### src/rtl/icetap_scan_bank.sv
// ---------------------------------------------------------------------------
// icetap_scan_bank
//
// Purpose:
//   A bank of NR_REGS independent scan registers sharing one serial shift
//   path. A capture loads the shared shift register from the selected
//   parallel input slice, shift_ena moves it one bit per cycle (MSB out,
//   shift_in into the LSB), and update commits the shift register into the
//   held par_out slice of the register chosen at capture time.
//
// Ports:
//   scan_clk   in   single clock for all logic
//   scan_reset in   asynchronous active-high reset
//   sel        in   register select, sampled only on capture
//   capture    in   load shift register from par_in slice[sel]
//   shift_ena  in   shift one bit per cycle
//   shift_in   in   serial data in
//   shift_out  out  serial data out (shift register MSB)
//   update     in   commit shift register to par_out slice[sel_q]
//   par_in     in   capture values, register k at [k*REG_BITS +: REG_BITS]
//   par_out    out  held register contents, same slicing as par_in
//   upd_pulse  out  one-cycle strobe per register on a committed update
//   len_err    out  sticky flag for an update with the wrong shift count
//   busy       out  high whenever the FSM is not IDLE
//
// Configuration:
//   ICETAP_SCAN_LEN_CHECK_EN  when defined, an update only commits if
//   exactly REG_BITS shifts happened since capture; any other count skips
//   the write and sets len_err. When undefined every update commits and
//   len_err is tied low.
// ---------------------------------------------------------------------------
module icetap_scan_bank #(
    parameter int NR_REGS  = 4,
    parameter int REG_BITS = 48,
    localparam int SEL_BITS = (NR_REGS > 1) ? $clog2(NR_REGS) : 1,
    localparam int CNT_BITS = $clog2(REG_BITS + 1)
) (
    input  logic                         scan_clk,
    input  logic                         scan_reset,
    input  logic [SEL_BITS-1:0]          sel,
    input  logic                         capture,
    input  logic                         shift_ena,
    input  logic                         shift_in,
    output logic                         shift_out,
    input  logic                         update,
    input  logic [NR_REGS*REG_BITS-1:0]  par_in,
    output logic [NR_REGS*REG_BITS-1:0]  par_out,
    output logic [NR_REGS-1:0]           upd_pulse,
    output logic                         len_err,
    output logic                         busy
);

    typedef enum logic [1:0] {IDLE, LOADED, SHIFTING} state_t;

    // The counter carries one spare bit so the saturation value REG_BITS+1
    // fits even when REG_BITS+1 is a power of two.
    localparam logic [CNT_BITS:0] CNT_SAT = (CNT_BITS+1)'(REG_BITS + 1);

    state_t                state;
    state_t                state_next;
    logic [REG_BITS-1:0]   shreg;
    logic [REG_BITS-1:0]   cap_val;
    logic [CNT_BITS:0]     bit_cnt;
    logic [SEL_BITS-1:0]   sel_q;
    logic                  sel_vld;
    logic                  sel_ok;
    logic                  active;
    logic                  commit_ok;

    assign active    = (state != IDLE);
    assign busy      = active;
    assign shift_out = shreg[REG_BITS-1];
    assign sel_ok    = (int'(sel) < NR_REGS);

    // Slice selected by sel; an out-of-range select yields all zeros.
    always_comb begin
        cap_val = '0;
        for (int k = 0; k < NR_REGS; k++) begin
            if (int'(sel) == k) begin
                cap_val = par_in[k*REG_BITS +: REG_BITS];
            end
        end
    end

    // State register.
    always_ff @(posedge scan_clk or posedge scan_reset) begin
        if (scan_reset) begin
            state <= IDLE;
        end else begin
            state <= state_next;
        end
    end

    // Next state. An asserted update owns the cycle even in IDLE, where it
    // does nothing, so a simultaneous capture is dropped in that cycle.
    always_comb begin
        state_next = state;
        if (update) begin
            if (active) begin
                state_next = IDLE;
            end
        end else if (capture) begin
            state_next = LOADED;
        end else if (shift_ena && active) begin
            state_next = SHIFTING;
        end
    end

    // Shift path, select latch, held registers and update strobe.
    always_ff @(posedge scan_clk or posedge scan_reset) begin
        if (scan_reset) begin
            shreg     <= '0;
            bit_cnt   <= '0;
            sel_q     <= '0;
            sel_vld   <= 1'b0;
            par_out   <= '0;
            upd_pulse <= '0;
        end else begin
            upd_pulse <= '0;
            if (update) begin
                if (active && commit_ok && sel_vld) begin
                    for (int k = 0; k < NR_REGS; k++) begin
                        if (int'(sel_q) == k) begin
                            par_out[k*REG_BITS +: REG_BITS] <= shreg;
                            upd_pulse[k]                    <= 1'b1;
                        end
                    end
                end
            end else if (capture) begin
                shreg   <= cap_val;
                sel_q   <= sel_ok ? sel : '0;
                sel_vld <= sel_ok;
                bit_cnt <= '0;
            end else if (shift_ena && active) begin
                shreg <= {shreg[REG_BITS-2:0], shift_in};
                if (bit_cnt != CNT_SAT) begin
                    bit_cnt <= bit_cnt + 1'b1;
                end
            end
        end
    end

`ifdef ICETAP_SCAN_LEN_CHECK_EN
    assign commit_ok = (bit_cnt == (CNT_BITS+1)'(REG_BITS));

    // Sticky length error; only reset clears it.
    always_ff @(posedge scan_clk or posedge scan_reset) begin
        if (scan_reset) begin
            len_err <= 1'b0;
        end else if (update && active && !commit_ok) begin
            len_err <= 1'b1;
        end
    end
`else
    assign commit_ok = 1'b1;
    assign len_err   = 1'b0;
`endif

endmodule
### config.mk
export PLATFORM = sky130hd
export DESIGN_NAME = icetap_scan_bank
export DESIGN_NICKNAME = d
export VERILOG_FILES = /design/src/rtl/icetap_scan_bank.sv
export SDC_FILE = /design/constraint.sdc
export NUM_CORES = 1
export LEC_CHECK = 0
export BUFFER_PORTS_ARGS = -buffer_cell sky130_fd_sc_hd__buf_4
export CORE_ASPECT_RATIO = 0.9
export CORE_MARGIN = 2
export CORE_UTILIZATION = 45
export DETAILED_ROUTE_END_ITERATION = 10
export MAX_ROUTING_LAYER = met4
export PLACE_DENSITY = 0.77
export SLEW_MARGIN = 20
export SYNTH_ARGS = -nofsm -noshare
export SYNTH_HDL_FRONTEND = slang
export SYNTH_SLANG_ARGS = --single-unit
export TNS_END_PERCENT = 20
### constraint.sdc
create_clock -name scan_clk -period 7.73 [get_ports scan_clk]
set_input_delay 1.1595 -clock scan_clk [delete_from_list [all_inputs] [get_ports scan_clk]]
set_output_delay 1.1595 -clock scan_clk [all_outputs]
set_load 0.01 [all_outputs]
[Word level (Yosys, flattened, before mapping)]
Index checks and enable logic that the tools add are counted.
Operators by class
  reductions and logical operators: 14
  equal/unequal tests: 7
  multiplexer cells: 16
  bitwise logic cells: 1
Operator list (number)
  48-bit 2-to-1 mux: 6
  3-bit AND reduction: 4
  2-bit equality test, second input constant: 4
  2-bit 2-to-1 mux: 4
  4-bit 2-to-1 mux: 2
  2-bit AND reduction: 3
  2-bit by 1-bit equality test with 1-bit output, second input constant: 2
  2-bit zero test: 2
  1-bit 2-to-1 mux: 4
  2-bit nonzero test: 2
  3-bit nonzero test: 1
  1-bit logical AND: 2
  2-bit by 1-bit != test with 1-bit output, second input constant: 1
  1-bit inverter: 1
Storage, ports and cells
  input bits: 200
  flip-flop bits (word level): 249
  logic and storage cells: 47
  output and inout port bits: 199

[Logic depth before layout (Yosys ltp)]
Gate-level depths: netlist (run 1).
  depth after elaboration: 6
  depth in mapped cells: 6
  mapped depth without buffers: 3

[Worst setup path before layout (run 1)]
OpenSTA, ideal clock, no wires.
  path kind: input to register
  from: input port sel[0]
  to: register shreg[20]
  setup time: 0.126 ns
  required time: 7.604 ns
  stages: 6
  arrival: 2.422 ns
  path buffers: 3
  slack: 5.182 ns
  cells stage by stage: clkbuf_1 buf_2 buf_2 mux2i_1 o22ai_1 a221o_1
On the way
  word-level cells in the longest chain between the ends: 6
  elaborated cells on any way between the ends: 9
  classes of those cells: eq/ne: 3; mux: 5; reduce/logical: 1
Ends and longest elaborated chain
  from (decl): line 40  | input logic [SEL_BITS-1:0] sel,
  2-bit zero test: line 79  | if (int'(sel) == k) begin
  48-bit 2-to-1 mux (3 in series): line 79
  48-bit 2-to-1 mux *: line 79
  48-bit 2-to-1 mux *: line 129  | end else if (capture) begin
  to (signal assigned): line 130  | shreg <= cap_val;
  to (signal assigned): line 135  | shreg <= {shreg[REG_BITS-2:0], shift_in};
  to (decl): line 61  | logic [REG_BITS-1:0] shreg;
Mark *: on every way between the ends. The rest lies on a longest branch, timed or not.
A chain may end at the register's enable or synchronous reset.

[Worst setup path after layout (run 1)]
  from: input port sel[0]
  to: register shreg[12]
Same word-level chain as after synthesis.

==> impl_results.md, run 1 <==
- Outcome: finished, final reports clean
- Hpwl dp: about 21 mm
- Prevailing post-synth register cell: dfrtp_1
- PwrDens: approximately 340 nW/um^2
- WL final: between 30 and 40 mm
- Initial DRT Pass Iterations: 4
- R2r worst-path depth: 4
- Total CTS buffers: 26
- Syn_nets: 913
- Arr. time, crit path: about 3400 ps
- Non-filler cells, final: roughly 1.4k
- Syn Inst Count: about 710
- Total congestion overflow: 0
- Drt drc: 0
- Post-synth EDFFs: 0
- Area of the core: ~23,000 sq um
- Setup violators final: 0
- Period utilization: 38.89%
- Yosys reg bits: about 250
- First-pass GRT wire length: ~47 mm
- Max Cap Violations: 0
- Hold path startpoint: sel_vld
- Largest net degree at the start of global routing: ~150
- Final setup TNS: 0 ps
- PnR worst setup slack: approximately 4700 ps
- Vias per cell: 5.500
- DR vias: just under 8k
- Hold Path Depth: 1
- Post-CTS Setup Inserts: 0
- Setup Skew: approximately 11 ps
- Worst R2R End: shreg[45]
- Clock Latency Late Sink: 520 ps
- Cell row count: 53
- Post-Syn Area: approximately 11,000 sq um
- # hold bufs at CTS: 0
- RSZ-0062 raised after global routing: false
- Critical R2R Launch: state[0]
- Resized Gates After CTS: 0
- Commonest cells after routing, fill and taps aside: 407 x buf_4, 249 x dfrtp_1, 184 x mux2_2
- CP Launch Type: input pin
- Post-synth cell types: 28
- Minimum clock period: 3006 ps
- IO buf count: 397
- CTS tree: done
- ANT cells: 0
- Initial Util: roughly 46%
- Critical path data required time: 8130 ps
- H-tree Lvls: 1
- Worst-path fanout max: 59
- P&R area growth vs syn: 38.27%
- Worst Hold Class: flop to flop
- Vias in the first global route: about 8.2k
- I/O pin cnt: ~400
- Fillers: 1,859
- Most common cell after layout, fill and taps aside: buf_4
- Dpl ws: 4214 ps
- Fmax achieved: approximately 330 MHz
- Initial antenna violation count: 0
- Aggregate global-route resource usage: 24.80%
- Die area: 24,800 sq um
- Clock Path Buffers: 3
- WL/cell: around 22 microns
- Pins over their slew limit: 0
- Gpl congestion: approximately 0.8
- Share of cells above drive strength 1: 58.26%
- Final #Nets: approximately 1.3k
- Final Hold Viols: 0
- Mapped Avg Cell Area: 14.87 sq um
- Initial drt markers: 396
- ANT nets after route: 0
- CTS Sinks: 249
- Die Width: about 170 microns
- Setup CP Type: input pin to flop
- Die H: about 150 microns
- Ys Warns: 0
- CTS Root Cell: clkbuf_16
- Worst Hold Path EP: sel_vld
- Slew Limit Headroom: approximately 18%
- Post-synthesis sequential area ratio: between 50% and 60%
- Actual slew at the worst max-slew pin: ~1200 ps
- DP Cell Count: between 1k and 1.5k
- FF-to-FF setup slack: approximately 5200 ps
- Worst setup EP type: flop
- Register Area: 6231 sq um
- FFs w/ async S/R, synth: 100.0%
- VDD IR-drop max: between 0.15 and 0.2 mV
- P_leak: between 0.007 and 0.008 uW
- Reg clk slew, reported paths: 60 ps
- Fin util: a little over three fifths
- Multi-input gate area: roughly 4100 sq um
metrics by stage:
| step | hold WS, ps | area (sq um) | total power (uW) |
|---|---|---|---|
| final | 492.6 | 14660 | 5009 |
| after global routing | 516.3 | 14660 | 5251 |
| after CTS | 495.4 | 14650 | 5052 |
| after detailed placement | 477.0 | 13830 | 3827 |
| after global placement | 471.7 | 13830 | 3772 |
| after floorplan | 454.5 | 10600 | 2807 |
worst max-delay path by stage:
| stage | slack (ps) | start | endpoint |
|---|---|---|---|
| 2_1_floorplan | 3300 | scan_reset | par_out[0] |
| 3_3_place_gp | 4290 | sel[0] | shreg[12] |
| 3_5_place_dp | 4210 | sel[0] | shreg[12] |
| 4_1_cts | 4770 | sel[0] | shreg[12] |
| 5_1_grt | 4610 | sel[0] | shreg[12] |
| 6_report | 4720 | sel[0] | shreg[12] |
final cells by class:
type,count,share of cell area [%]
well taps,302,2.578
multi-input cells,406,28.11
repair buffers,409,21.06
clock inverters,6,0.3927
clock buffers,40,5.216
flip-flops and latches,249,42.51
inverters,4,0.1281
synthesized netlist by cell type (2+ instances only):
| cell | number | area share, % |
|---|---|---|
| buf_6 | 3 | 0.32 |
| dfrtp_1 | 249 | 59 |
| nand2b_1 | 2 | 0.12 |
| inv_1 | 4 | 0.14 |
| mux2_4 | 9 | 1.3 |
| a21oi_1 | 2 | 0.094 |
| buf_4 | 2 | 0.14 |
| buf_2 | 25 | 1.2 |
| a221o_1 | 48 | 4.5 |
| nor3b_2 | 2 | 0.24 |
| clkbuf_1 | 22 | 0.78 |
| mux2i_1 | 96 | 9.1 |
| mux2_2 | 184 | 20 |
| nand2_1 | 3 | 0.11 |
| buf_1 | 2 | 0.071 |
| o22ai_1 | 48 | 2.8 |
power by group:
group | switching [uW] | internal [uW]
combinational | 689 | 992
clock | 499 | 711
sequential | 331 | 1790
critical path, cell delays in order:
cell and delay [ps]:
buf_4 520, buf_4 850, mux2i_1 330, o22ai_1 110, a221o_1 280
sequential cells by signal, summed over array words and instances, names as in the netlist:
signal / count
par_out: 192
sel_q: 2
sel_vld: 1
shreg: 48
state: 2
upd_pulse: 4
cells by family (layout without fill, tap and decap cells):
logic type | after synthesis | after routing | synth area share [%]
muxes | 289 | 289 | 29.89
DFF | 249 | 249 | 58.78
AOI/OAI and AO/OA | 101 | 101 | 7.720
buffers and inverters | 58 | 459 | 2.632
and+or+nand+nor | 15 | 15 | 0.9443
other | 1 | 1 | 0.03538
routing by layer:
metal	share of wire (%)	wire, microns	up-vias	GRT usage (%)
met5	0	0	-	-
li1	-	-	3451	-
met3	6.2	1888	49	5.078
met2	51	15520	296	42.57
met1	41	12540	3992	30.57
met4	2.1	655	0	5.565
Power figures use the tool's default switching activity.
==> run 2: changes to the inputs <==
--- a/config.mk
+++ b/config.mk
@@ -5,13 +5,14 @@
 export SDC_FILE = /design/constraint.sdc
 export NUM_CORES = 1
 export LEC_CHECK = 0
+export ABC_AREA = 1
 export BUFFER_PORTS_ARGS = -buffer_cell sky130_fd_sc_hd__buf_4
 export CORE_ASPECT_RATIO = 0.9
 export CORE_MARGIN = 2
 export CORE_UTILIZATION = 45
 export DETAILED_ROUTE_END_ITERATION = 10
 export MAX_ROUTING_LAYER = met4
-export PLACE_DENSITY = 0.77
+export PLACE_DENSITY = 0.76
 export SLEW_MARGIN = 20
 export SYNTH_ARGS = -nofsm -noshare
 export SYNTH_HDL_FRONTEND = slang
==> constraint.sdc (replaced) <==
create_clock -name scan_clk -period 2.73 [get_ports scan_clk]
set_input_delay 0.4095 -clock scan_clk [delete_from_list [all_inputs] [get_ports scan_clk]]
set_output_delay 0.4095 -clock scan_clk [all_outputs]
set_load 0.01 [all_outputs]
==> run 2 against run 1 <==
  * Core utilization fell by 0.57 points
  * Largest power group unchanged
  * Largest cell class unchanged
  * Total power rose to 3.1 times the previous value
  * Synthesized cell count rose by 82%
  * Combinational power grew to 3.2 times the previous value
==> impl_results.md, run 2 <==
- Sw frac: 34.15% (+3.8 points)
- Fillers: 2,035 (+9.5%)
- PnR worst setup slack: 849.1 ps (-3875 ps)
- Prevailing post-synth register cell: dfrtp_1
- Cell row count: 54 (+1.9%)
- PwrDens: 1026 nW/um^2 (+200%)
- Ys Warns: 0 (unchanged)
- Post-synth cell types: 23 (-18%)
- Post-synth top area share: 56.04% (-2.7 points)
- DR vias: 10.43k (+34%)
- Post-synthesis sequential area ratio: 56.04% (-2.7 points)
- RSZ-0062 raised after global routing: false
- Gpl congestion: 0.8616 (+8.5%)
- CP bufs+invs: 2 (unchanged)
- Net Sw Power: 5304 uW (+250%)
- Pins over their slew limit: 0 (unchanged)
- I/O pin cnt: 399 (unchanged)
- Worst Setup SP: state[1]
- Worst R2R End: par_out[55]
- Fin util: 62.40% (-0.57 points)
- Minimum clock period: between 1500 and 2000 ps
- Resized Gates After CTS: 0 (unchanged)
- Share of cells above drive strength 1: 28.52% (-30 points)
- VDD IR-drop max: 0.4918 mV (+160%)
- Worst path slowest cell: nand3_4
- P_leak: 0.007691 uW (+3.3%)
- Hpwl dp: 25.95 mm (+23%)
- Final Hold Viols: 0 (unchanged)
- Setup Skew: 11.07 ps (-0.04360 ps)
- Setup violators final: 0 (unchanged)
- Most common cell in the netlist: nand2_1
- Worst setup EP type: flop
- Largest register FFs: 192 (unchanged)
- Clock power frac: 25.0% (+0.9 points)
- Combinational share of power: 34.6% (+1.0 points)
- Largest Register: par_out
- First-pass GRT wire length: 55.15 mm (+17%)
- FF-to-FF setup slack: 850 ps (-4360 ps)
- ANT nets after route: 0 (unchanged)
- Reg clk slew, reported paths: 60 ps (about the same)
- Arr. time, crit path: 2270 ps (-1140 ps)
- Initial drt markers: 722 (+82%)
- Die Width: 169.7 microns (+2.4%)
- DP Cell Count: 1,927 (+41%)
- Slew Limit Headroom: 57.19% (+39 points)
- Post-CTS Setup Inserts: 0 (unchanged)
- CTS tree: done
- Drt drc: 0 (unchanged)
- Total congestion overflow: 0 (unchanged)
- Initial DRT Pass Iterations: 5 (+1)
- WL final: 35.56 mm (+16%)
- Largest registers: par_out x192, shreg x48, upd_pulse x4
- Clock Latency Late Sink: 520 ps (about the same)
- Actual slew at the worst max-slew pin: 642.2 ps (-580.5 ps)
- IO buf count: 397 (unchanged)
- Mapped Avg Cell Area: 8.573 sq um (-42%)
- Die H: 153.1 microns (+2.4%)
- Hold path startpoint: shift_in
- P&R area growth vs syn: 36.12%
- Largest net degree at the start of global routing: 96 (-37%)
- Max Cap Violations: 0 (unchanged)
- Critical R2R Launch: state[1]
- Total CTS buffers: 27 (+3.8%)
- Initial Util: 45.84% (+0.30 points)
- Syn_nets: 1,497 (+64%)
- H-tree Lvls: 1 (unchanged)
- Vias in the first global route: 9,906 (+21%)
- FFs w/ async S/R, synth: 100.0% (unchanged)
- Die area: 25,980 sq um (+4.8%)
- Crit-path leading delay family: simple AND/OR/NAND/NOR gates
- Final #Nets: 1,849 (+43%)
- Commonest cells after routing, fill and taps aside: 408 x buf_4, 297 x nand2_1, 249 x dfrtp_1
- Most frequent cells after synthesis: 299 x nand2_1, 249 x dfrtp_1, 149 x nor2_1, 122 x o21ai_0, 120 x o21ai_1
- Clock Path Buffers: 3 (unchanged)
- WL/cell: 17.98 microns (-17%)
- Internal power: 10,230 uW (+190%)
- Vias per cell: 5.275 (-4.1%)
- Non-filler cells, final: 1,978 (+40%)
- Period utilization: just under 70%
- Post-synth EDFFs: 0 (unchanged)
- R2r worst-path depth: 6 (+2)
- Yosys reg bits: 249 (unchanged)
- Worst-path fanout max: 51 (-14%)
- Sequential share of power: 40.3% (-2.0 points)
- Initial antenna violation count: 1 (+1)
- CP max stage delay: 480 ps (-370 ps)
- Post-Syn Area: 11,120 sq um (+4.9%)
- CTS Sinks: 249 (unchanged)
- Critical-path cell list: inv_2, a21oi_4, nand3_4, buf_12, nand2_1, o21ai_1
- Critical path data required time: 3120 ps (-5010 ps)
- Crit. path cell count: 6 (+1)
- Worst Hold Class: input pin to flop
- Post-synth top area cell: dfrtp_1
- Aggregate global-route resource usage: 27.75% (+3.0 points)
- Outcome: finished, final reports clean
- Syn Inst Count: 1,297 (+82%)
- Dominant cells by area after synthesis: dfrtp_1 56%, nand2_1 10%, o21ai_0 5.5%
- Dpl ws: 849.9 ps (-3364 ps)
- Fmax achieved: roughly 530 MHz
- CP Launch Type: flop
- Worst setup endpoint: par_out[55]
- Area of the core: 24,260 sq um (+4.2%)
- Setup CP Type: flop to flop
- Most common cell after layout, fill and taps aside: buf_4
- CTS Root Cell: clkbuf_16
-- run 2: final cells by class --
class                      count  area [sq um]  share of cell area, %
tap                          308         385.4                  2.546
clock inverter                16         219.0                  1.447
inverter                      63         240.2                  1.587
multi-input combinational    892          4106                  27.13
clock buffer                  33         738.2                  4.877
timing repair buffer         416          3213                  21.23
sequential                   249          6231                  41.17
antenna                        1         2.502                0.01653
-- run 2: layer usage --
layer  up-vias  part of all wire [%]  track usage (%)
li1       4937                     -                -
met3        60                   6.3            2.822
met5         -                     0                -
met2       414                    45            41.71
met4         0                   2.8            7.814
met1      5022                    46            40.35
-- run 2: worst min-delay path, cell delays in order --
cell and delay [ps]:
buf_4 80, o21bai_1 60, a21oi_1 140
-- run 2: worst min path at each step --
stage | cells after the start | slack [ps] | end
after floorplan | 2 | 450 | sel_vld
after detailed placement | 2 | 360 | par_out[70]
after global routing | 3 | 240 | shreg[0]
final | 3 | 220 | shreg[0]
after CTS | 3 | 210 | shreg[0]
after global placement | 2 | 350 | par_out[70]
-- run 2: through the flow --
step           area (sq um)  hold slack, ps  setup TNS [ps]  total power [uW]
5_1_grt               15140           242.4               0             16390
2_1_floorplan         11120           452.0         -237350              8399
3_3_place_gp          14170           354.8               0             11490
4_1_cts               15130           208.6               0             15630
6_report              15140           215.8               0             15530
3_5_place_dp          14170           360.9               0             11690
-- run 2: power by group through the flow --
stage	logic, uW	registers (uW)	clock network, uW
4_1_cts	5430	6250	3950
3_5_place_dp	5410	6280	0
3_3_place_gp	5230	6260	0
2_1_floorplan	1710	6690	0
6_report	5380	6270	3880
5_1_grt	5860	6430	4090
-- run 2: what timing repair did --
item / 4_1_cts / 5_1_grt
hold buffers: 1 / 0
endpoints found under the hold margin: 4 / 0
endpoints found under the setup margin: 0 / 0
-- run 2: logic make-up after synthesis --
group	Yosys count	share of synthesized area (%)
and+or+nand+nor	551	20.30
AOI/OAI and AO/OA	340	16.48
DFF	249	56.04
buffers and inverters	156	7.145
other	1	0.03372
==> run 3: changes to the inputs <==
--- a/config.mk
+++ b/config.mk
@@ -9,10 +9,10 @@
 export BUFFER_PORTS_ARGS = -buffer_cell sky130_fd_sc_hd__buf_4
 export CORE_ASPECT_RATIO = 0.9
 export CORE_MARGIN = 2
-export CORE_UTILIZATION = 45
+export CORE_UTILIZATION = 50
 export DETAILED_ROUTE_END_ITERATION = 10
 export MAX_ROUTING_LAYER = met4
-export PLACE_DENSITY = 0.76
+export PLACE_DENSITY = 0.8
 export SLEW_MARGIN = 20
 export SYNTH_ARGS = -nofsm -noshare
 export SYNTH_HDL_FRONTEND = slang
==> constraint.sdc (replaced) <==
create_clock -name scan_clk -period 1.8 [get_ports scan_clk]
set_input_delay 0.27 -clock scan_clk [delete_from_list [all_inputs] [get_ports scan_clk]]
set_output_delay 0.27 -clock scan_clk [all_outputs]
set_load 0.01 [all_outputs]
==> run 3 against run 2 <==
  * Clock power rose by 39%
  * Worst setup slack worse by 700 ps
  * First-iteration DRC count grew 24%
  * Final area fell by 0.27%
  * Total power up 49%
  * Clock skew about the same
  * Final cell count decreased by 0.76%
  * Combinational power rose by 54%
  * Flip-flop and latch count did not move
  * Critical path depth unchanged
==> impl_results.md, run 3 (same netlist as run 2, synthesis figures left out) <==
- Critical path data required time: 2180 ps (-940 ps)
- RSZ-0062 raised after global routing: false
- Setup Skew: 10.62 ps (-0.4509 ps)
- CTS Sinks: 249 (unchanged)
- Clock Path Buffers: 3 (unchanged)
- Aggregate global-route resource usage: 31.38% (+3.6 points)
- Setup CP Type: flop to flop
- Global routing usage on met3: 3.990% (+1.2 points)
- ANT cells: 0 (-1)
- Setup violators final: 0 (unchanged)
- PwrDens: 1533 nW/um^2 (+49%)
- Slew Limit Headroom: 56.56% (-0.62 points)
- Outcome: finished, final reports clean
- Most used routing layer: met2
- PnR worst setup slack: 145.8 ps (-703.3 ps)
- Die area: 23,450 sq um (-9.8%)
- Worst Hold Class: input pin to flop
- WL final: 36.30 mm (+2.1%)
- Most common cell after layout, fill and taps aside: buf_4
- Worst path slowest cell: dfrtp_1
- Die Width: 161.2 microns (-5.0%)
- Clock Latency Late Sink: 520 ps (about the same)
- Gpl congestion: 0.9164 (+6.4%)
- WL/cell: 18.49 microns (+2.9%)
- CP max stage delay: 360 ps (-120 ps)
- Initial Util: 51.10% (+5.3 points)
- Fmax achieved: 604.5 MHz (+14%)
- Largest Register: par_out
- Vias in the first global route: 10.08k (+1.7%)
- Commonest cells after routing, fill and taps aside: 413 x buf_4, 297 x nand2_1, 249 x dfrtp_1
- Arr. time, crit path: 2030 ps (-240 ps)
- H-tree Lvls: 1 (unchanged)
- Largest net degree at the start of global routing: 117 (+22%)
- Actual slew at the worst max-slew pin: 651.5 ps (+9.343 ps)
- Vias per cell: 5.398 (+2.3%)
- P&R area growth vs syn: 35.75%
- Final Hold Viols: 0 (unchanged)
- Final #Nets: 1,855 (+0.32%)
- Reg clk slew, reported paths: 60 ps (about the same)
- DR vias: 10.60k (+1.6%)
- Largest registers: par_out x192, shreg x48, upd_pulse x4
- P_leak: 0.007696 uW (about the same)
- CTS Root Cell: clkbuf_16
- Share of cells above drive strength 1: 28.59% (+0.068 points)
- Area of the core: 21,760 sq um (-10%)
- Initial DRT Pass Iterations: 6 (+1)
- First-pass GRT wire length: 56.70 mm (+2.8%)
- Post-CTS Setup Inserts: 0 (unchanged)
- I/O pin cnt: 399 (unchanged)
- Initial drt markers: 896 (+24%)
- VDD IR-drop max: 0.9173 mV (+87%)
- Register Area: 6231 sq um (unchanged)
- Worst setup EP type: flop
- IO buf count: 397 (unchanged)
- Critical-path cell list: inv_2, a21oi_4, nand3b_4, buf_12, nand2_1, o21ai_0
- Finished Cell Area: 15,090 sq um (-0.27%)
- Initial antenna violation count: 0 (-1)
- Total congestion overflow: 0 (unchanged)
- Dpl ws: 221.9 ps (-628.0 ps)
- Pins over their slew limit: 0 (unchanged)
- Hpwl dp: 26.51 mm (+2.2%)
- Multi-input gate area: 4106 sq um (unchanged)
- M2 GR Usage: 47.38% (+5.7 points)
- Largest register FFs: 192 (unchanged)
- Cell row count: 51 (-5.6%)
- Fillers: 1,757 (-14%)
- ANT nets after route: 0 (unchanged)
- Placed cell areas: 14,220 sq um (+0.40%)
- Max Cap Violations: 0 (unchanged)
- Met1 usage: 44.51% (+4.2 points)
- Die H: 145.5 microns (-5.0%)
- CTS tree: done
- Minimum clock period: 1654 ps (-226.7 ps)
- Worst-path fanout max: 63 (+24%)
- Total CTS buffers: 26 (-3.7%)
- Period utilization: 91.90% (+23 points)
- CP Launch Type: flop
- Drt drc: 0 (unchanged)
-- run 3: cell types whose count changed in the layout (fill, tap and decap cells not counted) --
cell        before  now
clkinv_4         0    1
bufinv_16        5    2
inv_6            1    0
clkinvlp_4       5    2
buf_4          408  413
clkbuf_1         2    3
clkbuf_8         4    5
diode_2          1    0
buf_12           7    9
-- run 3: repair_timing --
item                      in CTS  in global routing
hold endpoints to repair      15                  0
resized for setup              0                  0
hold buffers                   1                  0
-- run 3: worst paths after layout --
path | startpoint | endpoint | slack [ps] | cells after the start
min in group asynchronous | scan_reset | par_out[30] | 220 | 3
hold reg to reg | par_out[163] | par_out[163] | 490 | 2
setup / recovery | state[1] | par_out[167] | 150 | 6
max in group asynchronous | scan_reset | par_out[13] | 740 | 4
setup reg to reg | state[1] | par_out[167] | 150 | 6
hold / removal | shift_in | shreg[0] | 80 | 3
-- run 3: area by class of cell --
cell class              count  area share (%)
clock buffers              35           5.007
clock inverters            10          0.7046
repair buffers            423           21.80
inverters                  63           1.592
flip-flops and latches    249           41.28
well taps                 291           2.412
multi-input cells         892           27.20
-- run 3: critical path, delay by kind of cell, from the launching register on --
family          cells  cell delay [ps]
simple gates        2              380
compound gates      2              420
flops               1              360
buf+inv             2              340
-- run 3: through the flow --
step | cells | util [%] | power (uW) | hold slack (ps) | TNS [ps]
floorplan | 1297 | - | 12740 | 452.0 | -434180
global placement | 1917 | 65.36 | 17420 | 196.7 | 0
detailed placement | 1917 | 65.36 | 17760 | 196.9 | 0
CTS | 1963 | 69.37 | 23250 | 63.51 | 0
global route | 1963 | 69.37 | 24440 | 94.71 | 0
finish | 1963 | 69.37 | 23140 | 83.56 | 0
-- run 3: report_power, final --
part	switching [uW]	total [uW]	internal, uW
registers	1590	9480	7890
clock network	2170	5380	3210
logic	4270	8280	4010
total	8030	23100	15100
-- run 3: per-layer routing --
metal  part of all wire [%]  wire [microns]
met1                     43           15610
met2                     47           16890
met3                    7.0            2530
met4                    3.5            1267
met5                      0               0
